==> src/rtl/gate_tb_pkg.sv <==
// Shared types and reference truth tables for the basic-gate stimulus/response stages.
// Truth tables are indexed by the input vector {in[N_IN-1..0]}.
package gate_tb_pkg;

  typedef enum logic [1:0] {IDLE, SETTLE, CHECK, DONE} state_t;

  localparam logic [3:0] NOR_TT  = 4'b0001;
  localparam logic [3:0] NAND_TT = 4'b0111;
  localparam logic [3:0] AND_TT  = 4'b1000;
  localparam logic [3:0] OR_TT   = 4'b1110;
  localparam logic [3:0] XOR_TT  = 4'b0110;

endpackage

==> src/rtl/settle_timer.sv <==
// Settle-time counter: clear wins over enable; expired flags the last hold cycle.
module settle_timer #(
  parameter int SETTLE = 2
) (
  input  logic clk,
  input  logic rst,
  input  logic clr,
  input  logic en,
  output logic expired
);

  localparam int TW = (SETTLE > 1) ? $clog2(SETTLE) : 1;

  logic [TW-1:0] count;

  // NOTE: registers use non-blocking assignments so every flop samples pre-edge values.
  always_ff @(posedge clk or posedge rst) begin
    if (rst) begin
      count <= '0;
    end else if (clr) begin
      count <= '0;
    end else if (en) begin
      count <= count + TW'(1);
    end
  end

  assign expired = (count == TW'(SETTLE - 1));

endmodule

==> src/rtl/gate_truth_table_sequencer.sv <==
// Sweeps every input vector onto a gate under test, samples its output after a
// settle time and scores it against the EXPECT truth table.
module gate_truth_table_sequencer #(
  parameter int                  N_IN   = 2,
  parameter logic [2**N_IN-1:0]  EXPECT = gate_tb_pkg::NOR_TT,
  parameter int                  SETTLE = 2
) (
  input  logic            clk,
  input  logic            rst,
  input  logic            start,
  input  logic            dut_y,
  output logic [N_IN-1:0] drv,
  output logic            busy,
  output logic            done,
  output logic            pass,
  output logic [N_IN:0]   err_count,
  output logic            fail_valid,
  output logic [N_IN-1:0] fail_idx
);

  // Imported in the body so the SETTLE parameter shadows the enum literal;
  // the state of that name is always written gate_tb_pkg::SETTLE.
  import gate_tb_pkg::*;

  localparam logic [N_IN-1:0] LAST_IDX = '1;

  state_t          state, state_next;
  logic [N_IN-1:0] idx;
  logic            accept, last, mismatch;
  logic            timer_clr, timer_en, timer_expired;
  logic [N_IN:0]   err_next;

  assign accept    = start && (state == IDLE || state == DONE);
  assign last      = (idx == LAST_IDX);
  // Case inequality so an X or Z from the gate scores as a mismatch.
  assign mismatch  = (dut_y !== EXPECT[idx]);
  assign err_next  = err_count + (N_IN + 1)'(mismatch);
  assign timer_clr = accept || (state == CHECK);
  assign timer_en  = (state == gate_tb_pkg::SETTLE) && !timer_expired;

  settle_timer #(.SETTLE(SETTLE)) u_timer (
    .clk     (clk),
    .rst     (rst),
    .clr     (timer_clr),
    .en      (timer_en),
    .expired (timer_expired)
  );

  always_ff @(posedge clk or posedge rst) begin
    if (rst) state <= IDLE;
    else     state <= state_next;
  end

  // NOTE: default assigned first so no path through the case infers a latch.
  always_comb begin
    state_next = state;
    unique case (state)
      IDLE, DONE:          if (start) state_next = gate_tb_pkg::SETTLE;
      gate_tb_pkg::SETTLE: if (timer_expired) state_next = CHECK;
      CHECK:               state_next = last ? DONE : gate_tb_pkg::SETTLE;
      default:             state_next = IDLE;
    endcase
  end

  always_ff @(posedge clk or posedge rst) begin
    if (rst) begin
      idx        <= '0;
      err_count  <= '0;
      fail_valid <= 1'b0;
      fail_idx   <= '0;
      pass       <= 1'b0;
    end else if (accept) begin
      idx        <= '0;
      err_count  <= '0;
      fail_valid <= 1'b0;
      fail_idx   <= '0;
      pass       <= 1'b0;
    end else if (state == CHECK) begin
      err_count <= err_next;
      if (mismatch && !fail_valid) begin
        fail_valid <= 1'b1;
        fail_idx   <= idx;
      end
      if (last) pass <= (err_next == '0);
      else      idx  <= idx + N_IN'(1);
    end
  end

  // The driven vector is the sweep index, so it holds its last value in DONE.
  assign drv  = idx;
  assign busy = (state == gate_tb_pkg::SETTLE) || (state == CHECK);
  assign done = (state == DONE);

endmodule

==> config.mk <==
export PLATFORM = sky130hd
export DESIGN_NAME = gate_truth_table_sequencer
export DESIGN_NICKNAME = d
export VERILOG_FILES = /design/src/rtl/gate_tb_pkg.sv /design/src/rtl/settle_timer.sv /design/src/rtl/gate_truth_table_sequencer.sv
export SDC_FILE = /design/constraint.sdc
export NUM_CORES = 1
export LEC_CHECK = 0
export CAP_MARGIN = 0
export CORE_MARGIN = 2
export CORE_UTILIZATION = 30
export DETAILED_ROUTE_END_ITERATION = 7
export PLACE_DENSITY = 0.5
export RECOVER_POWER = 50
export SYNTH_ARGS = -nofsm -noshare
export SYNTH_HDL_FRONTEND = slang
export SYNTH_SLANG_ARGS = --single-unit
==> constraint.sdc <==
create_clock -name clk -period 4.65 [get_ports clk]
set_clock_uncertainty 0.2 [all_clocks]
set_input_delay 0.93 -clock clk [delete_from_list [all_inputs] [get_ports clk]]
set_output_delay 0.93 -clock clk [all_outputs]
set_load 0.005 [all_outputs]
=== Word-level counts from Yosys, hierarchy flattened ===
Cells that the tools add are included.

* $add $sub $neg: 3
* $lt $le $gt $ge: 1
* Equality and inequality tests: 8
* Muxes and demuxes: 22
* Reduce and logical (&&, ||, !) cells: 19

{| class="wikitable"
|+ Operators with widths
! operator !! count
|-
| $mux 2 || 9
|-
| $mux 1 || 9
|-
| $reduce_and 2->1 || 4
|-
| $reduce_bool 2->1 || 4
|-
| $eq 2x2->1 const B || 3
|-
| $mux 3 || 2
|-
| $pmux 2 s3 || 1
|-
| $ne 2x2->1 const B || 2
|-
| $add 3x1->3 || 1
|-
| $logic_and 1x1->1 || 3
|-
| $logic_not 3->1 || 1
|-
| $logic_or 1x1->1 || 3
|-
| $lt 2x3->1 const B || 1
|-
| $add 2x1->2 const B || 1
|-
| $bmux 1 s2 || 1
|-
| $eq 2x1->1 const B || 1
|-
| $logic_not 1->1 || 2
|-
| $logic_not 2->1 || 1
|-
| $ne 2x1->1 const B || 1
|-
| $reduce_or 2->1 || 1
|-
| $add 1x1->1 const B || 1
|-
| $nex 1x1->1 || 1
|}

* Bits in registers: 12
* Input port bits: 4
* Output and inout port bits: 11
* Word-level logic and storage cells: 60

=== Longest topological paths before layout ===
* Word-level depth: 8
* Gate-level depth with buffers: 9
* Depth with buffers taken out: 9

=== Hierarchy ===
A second synthesis with hierarchy kept.

* Cell total of the unflattened synthesis: 69
* Area total of the unflattened synthesis: 686.9 um^2

{| class="wikitable"
|+ Modules (own cells, without submodules)
! module !! times used !! cells each !! area each (um^2) !! seq. area each (um^2)
|-
| gate_truth_table_sequencer || 1 || 65 || 645.6 || 275.3
|-
| settle_timer || 1 || 4 || 41.3 || 25.0
|}

=== Worst setup path before layout ===
No wires, ideal clock.

* Path kind: in2reg
* Start point: input port dut_y
* End point: register pass
* Setup time: 78 ps
* Arrival: 2306 ps
* Data required time: 4372 ps
* Slack: 2065 ps
* Stages on the path: 6
* Buffers on the path: 0
* Cells stage by stage: xnor2_1 -> inv_1 -> ha_1 -> ha_1 -> or4_1 -> a21oi_1

* Longest elaborated chain between the ends: 6

{| class="wikitable"
|+ RTL lines
! item !! line !! source
|-
| start, declared || gate_truth_table_sequencer.sv:11 || <nowiki>input logic dut_y,</nowiki>
|-
| $nex 1x1->1 || gate_truth_table_sequencer.sv:36 || <nowiki>assign mismatch = (dut_y !== EXPECT[idx]);</nowiki>
|-
| $add 3x1->3 || gate_truth_table_sequencer.sv:37 || <nowiki>assign err_next = err_count + (N_IN + 1)'(mismatch);</nowiki>
|-
| $logic_not 3->1 || gate_truth_table_sequencer.sv:84 || <nowiki>if (last) pass <= (err_next == '0);</nowiki>
|-
| $mux 1 || gate_truth_table_sequencer.sv:84 ||
|-
| $mux 1 || gate_truth_table_sequencer.sv:78 || <nowiki>end else if (state == CHECK) begin</nowiki>
|-
| $mux 1 || gate_truth_table_sequencer.sv:72 || <nowiki>end else if (accept) begin</nowiki>
|-
| end signal, assigned || gate_truth_table_sequencer.sv:84 ||
|-
| end, declared || gate_truth_table_sequencer.sv:15 || <nowiki>output logic pass,</nowiki>
|}

No other way between the ends. The select of a mux whose other input is x is not followed.
A chain may end at the register's enable or synchronous reset.

=== Final worst setup path ===
Same ends and word-level chain as after synthesis.

==> flow_metrics.env <==
export IMPL_port_buffers=14
export IMPL_htreeDepth=1
export IMPL_required_ps=4640
export IMPL_cts_root_buf="clkbuf_4"
export IMPL_critPathMaxStageDelay_ps=510
export IMPL_final_cells=109
export IMPL_vdd_drop_max_mv=0.301
export IMPL_grt_pass1_vias=458
export IMPL_rrSetupSlack_ps=2220
export IMPL_crit_family="buffers and inverters"
export IMPL_routed_wl_mm=1.19
export IMPL_die_w_um=50.9
export IMPL_power_density_mw_per_mm2=513
export IMPL_initial_utilization_pct=32.7
export IMPL_dpl_cell_count=106
export IMPL_maxCapViolations=0
export IMPL_antenna_found_initial=0
export IMPL_p_leak_nw=0.407
export IMPL_hold_violations=0
export IMPL_rsz0062_at_grt="no"
export IMPL_drive_gt1_share_pct=4.88
export IMPL_hold_slack_ps=326
export IMPL_clk_path_buf_depth=2
export IMPL_drtPass1Iterations=3
export IMPL_cts_buffers_inserted=3
export IMPL_path_common_cell="ha_1"
export IMPL_ant_nets=0
export IMPL_ys_types=20
export IMPL_die_area_mm2=0.00259
export IMPL_area_growth_pct=27.5
export IMPL_setup_viol=0
export IMPL_overflow=0
export IMPL_place_area_um2=820
export IMPL_reg2regPathDepth=8
export IMPL_dieHeight_um=50.9
export IMPL_rr_endpoint="pass$_DFFE_PP0P_"
export IMPL_synthCells=67
export IMPL_synthAdderAreaFrac_pct=13.3
export IMPL_crit_cells=7
export IMPL_cts_tree="built"
export IMPL_cpMaxStageDelayCell="or4_1"
export IMPL_via_count=472
export IMPL_ys_ff_latch=12
export IMPL_reg2reg_from="drv[0]$_DFFE_PP0P_"
export IMPL_hold_path_class="flop to flop"
export IMPL_post_cts_buffers=0
export IMPL_synth_top_family_by_area="simple AND/OR/NAND/NOR gates"
export IMPL_timing_final_crit_period_ps=2840
export IMPL_grt_max_degree=13
export IMPL_fin_nets=95
export IMPL_synth_compound_area_share_pct=8.90
export IMPL_crit_buf_inv=2
export IMPL_critical_path_startpoint="dut_y"
export IMPL_crit_type="primary input to flop"
export IMPL_insertion_delay_ps=270
export IMPL_syn_avg_cell_area_um2=9.86
export IMPL_syn_nets=78
export IMPL_antenna_cells=0
export IMPL_max_slew_margin_pct=66.6
export IMPL_routed_via_density=4.33
export IMPL_cp_max_fo=4
export IMPL_syn_cell_area_um2=661
export IMPL_startpoint_type="primary input"
export IMPL_num_rows=16
export IMPL_drc=0
export IMPL_worst_pin_slew_ps=501
export IMPL_ctsHoldBuffers=0
export IMPL_dpl_hpwl_um=889
export IMPL_track_usage_pct=10.7
export IMPL_cp_endpoint="pass$_DFFE_PP0P_"
export IMPL_endpoint_kind="flop"
export IMPL_grt_pass1_wl_mm=2.01
export IMPL_avgRoutedWirePerCell_um=10.9
export IMPL_drt_initial_drc_count=5
export IMPL_post_cts_resized=0
export IMPL_fmax_mhz=352
export IMPL_setup_slack_ps=1810
export IMPL_final_area_um2=842
export IMPL_ioPinCount=15
export IMPL_cts_sinks=12
export IMPL_clkTransAtPathRegs_ps=70
export IMPL_finalCritPeriodShare_pct=61.2
export IMPL_synth_xor_area_share_pct=5.30
export IMPL_preCtsSetupSlack_ps=1530
export IMPL_crit_path_cell_trace="clkdlybuf4s50_1, xnor2_1, inv_1, ha_1, ha_1, or4_1, a21oi_1"
export IMPL_crit_arrival_ps=2840
export IMPL_mostFrequentLayoutCells="12 x dfrtp_1, 12 x clkdlybuf4s50_1, 8 x inv_1, 7 x nor2_1, 7 x ha_1"
export IMPL_place_congestion=0.719
export IMPL_core_area_mm2=0.00202
export IMPL_status="finished clean"
export IMPL_drv_slew=0
export IMPL_synthSimpleGateAreaFrac_pct=15.7
export IMPL_yosysWarnings=0
export IMPL_synthMuxAreaShare_pct=4.55
export IMPL_ys_seq_area_share_pct=45.5
export IMPL_setup_tns_ps=0
where the power goes:
part,total (mW),switching (mW),internal [mW]
registers,0.161,0.0269,0.134
logic,0.210,0.102,0.108
clock network,0.0616,0.0316,0.0299
worst register-to-register path: stages, from the launching register on:
cell and delay [ps]:
dfrtp_1 430, inv_1 60, ha_1 200, xnor2_1 210
inv_1 120, ha_1 200, ha_1 280, or4_1 510
a21oi_1 140
cells in the mapped netlist, drive strengths merged:
cell type  count  area share (%)
clkbuf         1            0.57
a21oi          5             3.8
nor2           7             4.0
ha             7              13
inv            8             4.5
and2           1            0.95
o2bb2ai        1             1.3
or4            1             1.1
dfrtp         12              45
mux2i          3             4.5
nand2          4             3.4
o21ai          5             3.8
xnor2          2             2.7
nor2b          3             2.8
nand3          2             1.5
xor2           2             2.7
buf            1             1.7
or2b           1             1.1
nor3           1            0.76
worst min-delay path by stage:
stage / from / endpoint / slack [ps] / cells after the start
4_1_cts: pass$_DFFE_PP0P_ / pass$_DFFE_PP0P_ / 330 / 2
3_5_place_dp: pass$_DFFE_PP0P_ / pass$_DFFE_PP0P_ / 320 / 2
3_3_place_gp: pass$_DFFE_PP0P_ / pass$_DFFE_PP0P_ / 320 / 2
5_1_grt: pass$_DFFE_PP0P_ / pass$_DFFE_PP0P_ / 360 / 2
6_report: pass$_DFFE_PP0P_ / pass$_DFFE_PP0P_ / 330 / 2
2_1_floorplan: pass$_DFFE_PP0P_ / pass$_DFFE_PP0P_ / 320 / 2
sequential cells by signal (all words and copies together), names as in the netlist:
name             cells
drv                  2
err_count            3
fail_idx             2
fail_valid           1
pass                 1
state                2
u_timer.expired      1
logic make-up (layout without fill, tap and decap cells):
logic type | Yosys count | count (layout)
flops | 12 | 12
mux | 3 | 3
fa+ha+maj | 7 | 7
buf+inv | 10 | 25
compound gates | 11 | 11
simple gates | 20 | 20
xor+xnor | 4 | 4
final cells by class:
type                    instances  area, um2
repair buffers                 14        140
multi-input cells              45        315
flip-flops and latches         12        300
clock buffers                   3       22.5
inverters                       8       30.0
well taps                      27       33.8
fillers                       207       1180
metal layers:
metal	global-route usage [%]	up-vias	part of all wire, %
met2	15.6	11	43
met1	13.9	214	51
li1	-	247	-
met4	2.70	0	0
met5	0	-	0
met3	5.56	0	5.9
stage by stage:
| stage | power, mW | util (%) |
|---|---|---|
| 4_1_cts | 0.441 | 41.6 |
| 2_1_floorplan | 0.297 | - |
| 6_report | 0.432 | 41.6 |
| 3_5_place_dp | 0.376 | 40.5 |
| 3_3_place_gp | 0.376 | 40.5 |
| 5_1_grt | 0.478 | 41.6 |
(Power assumes the default switching activity.)
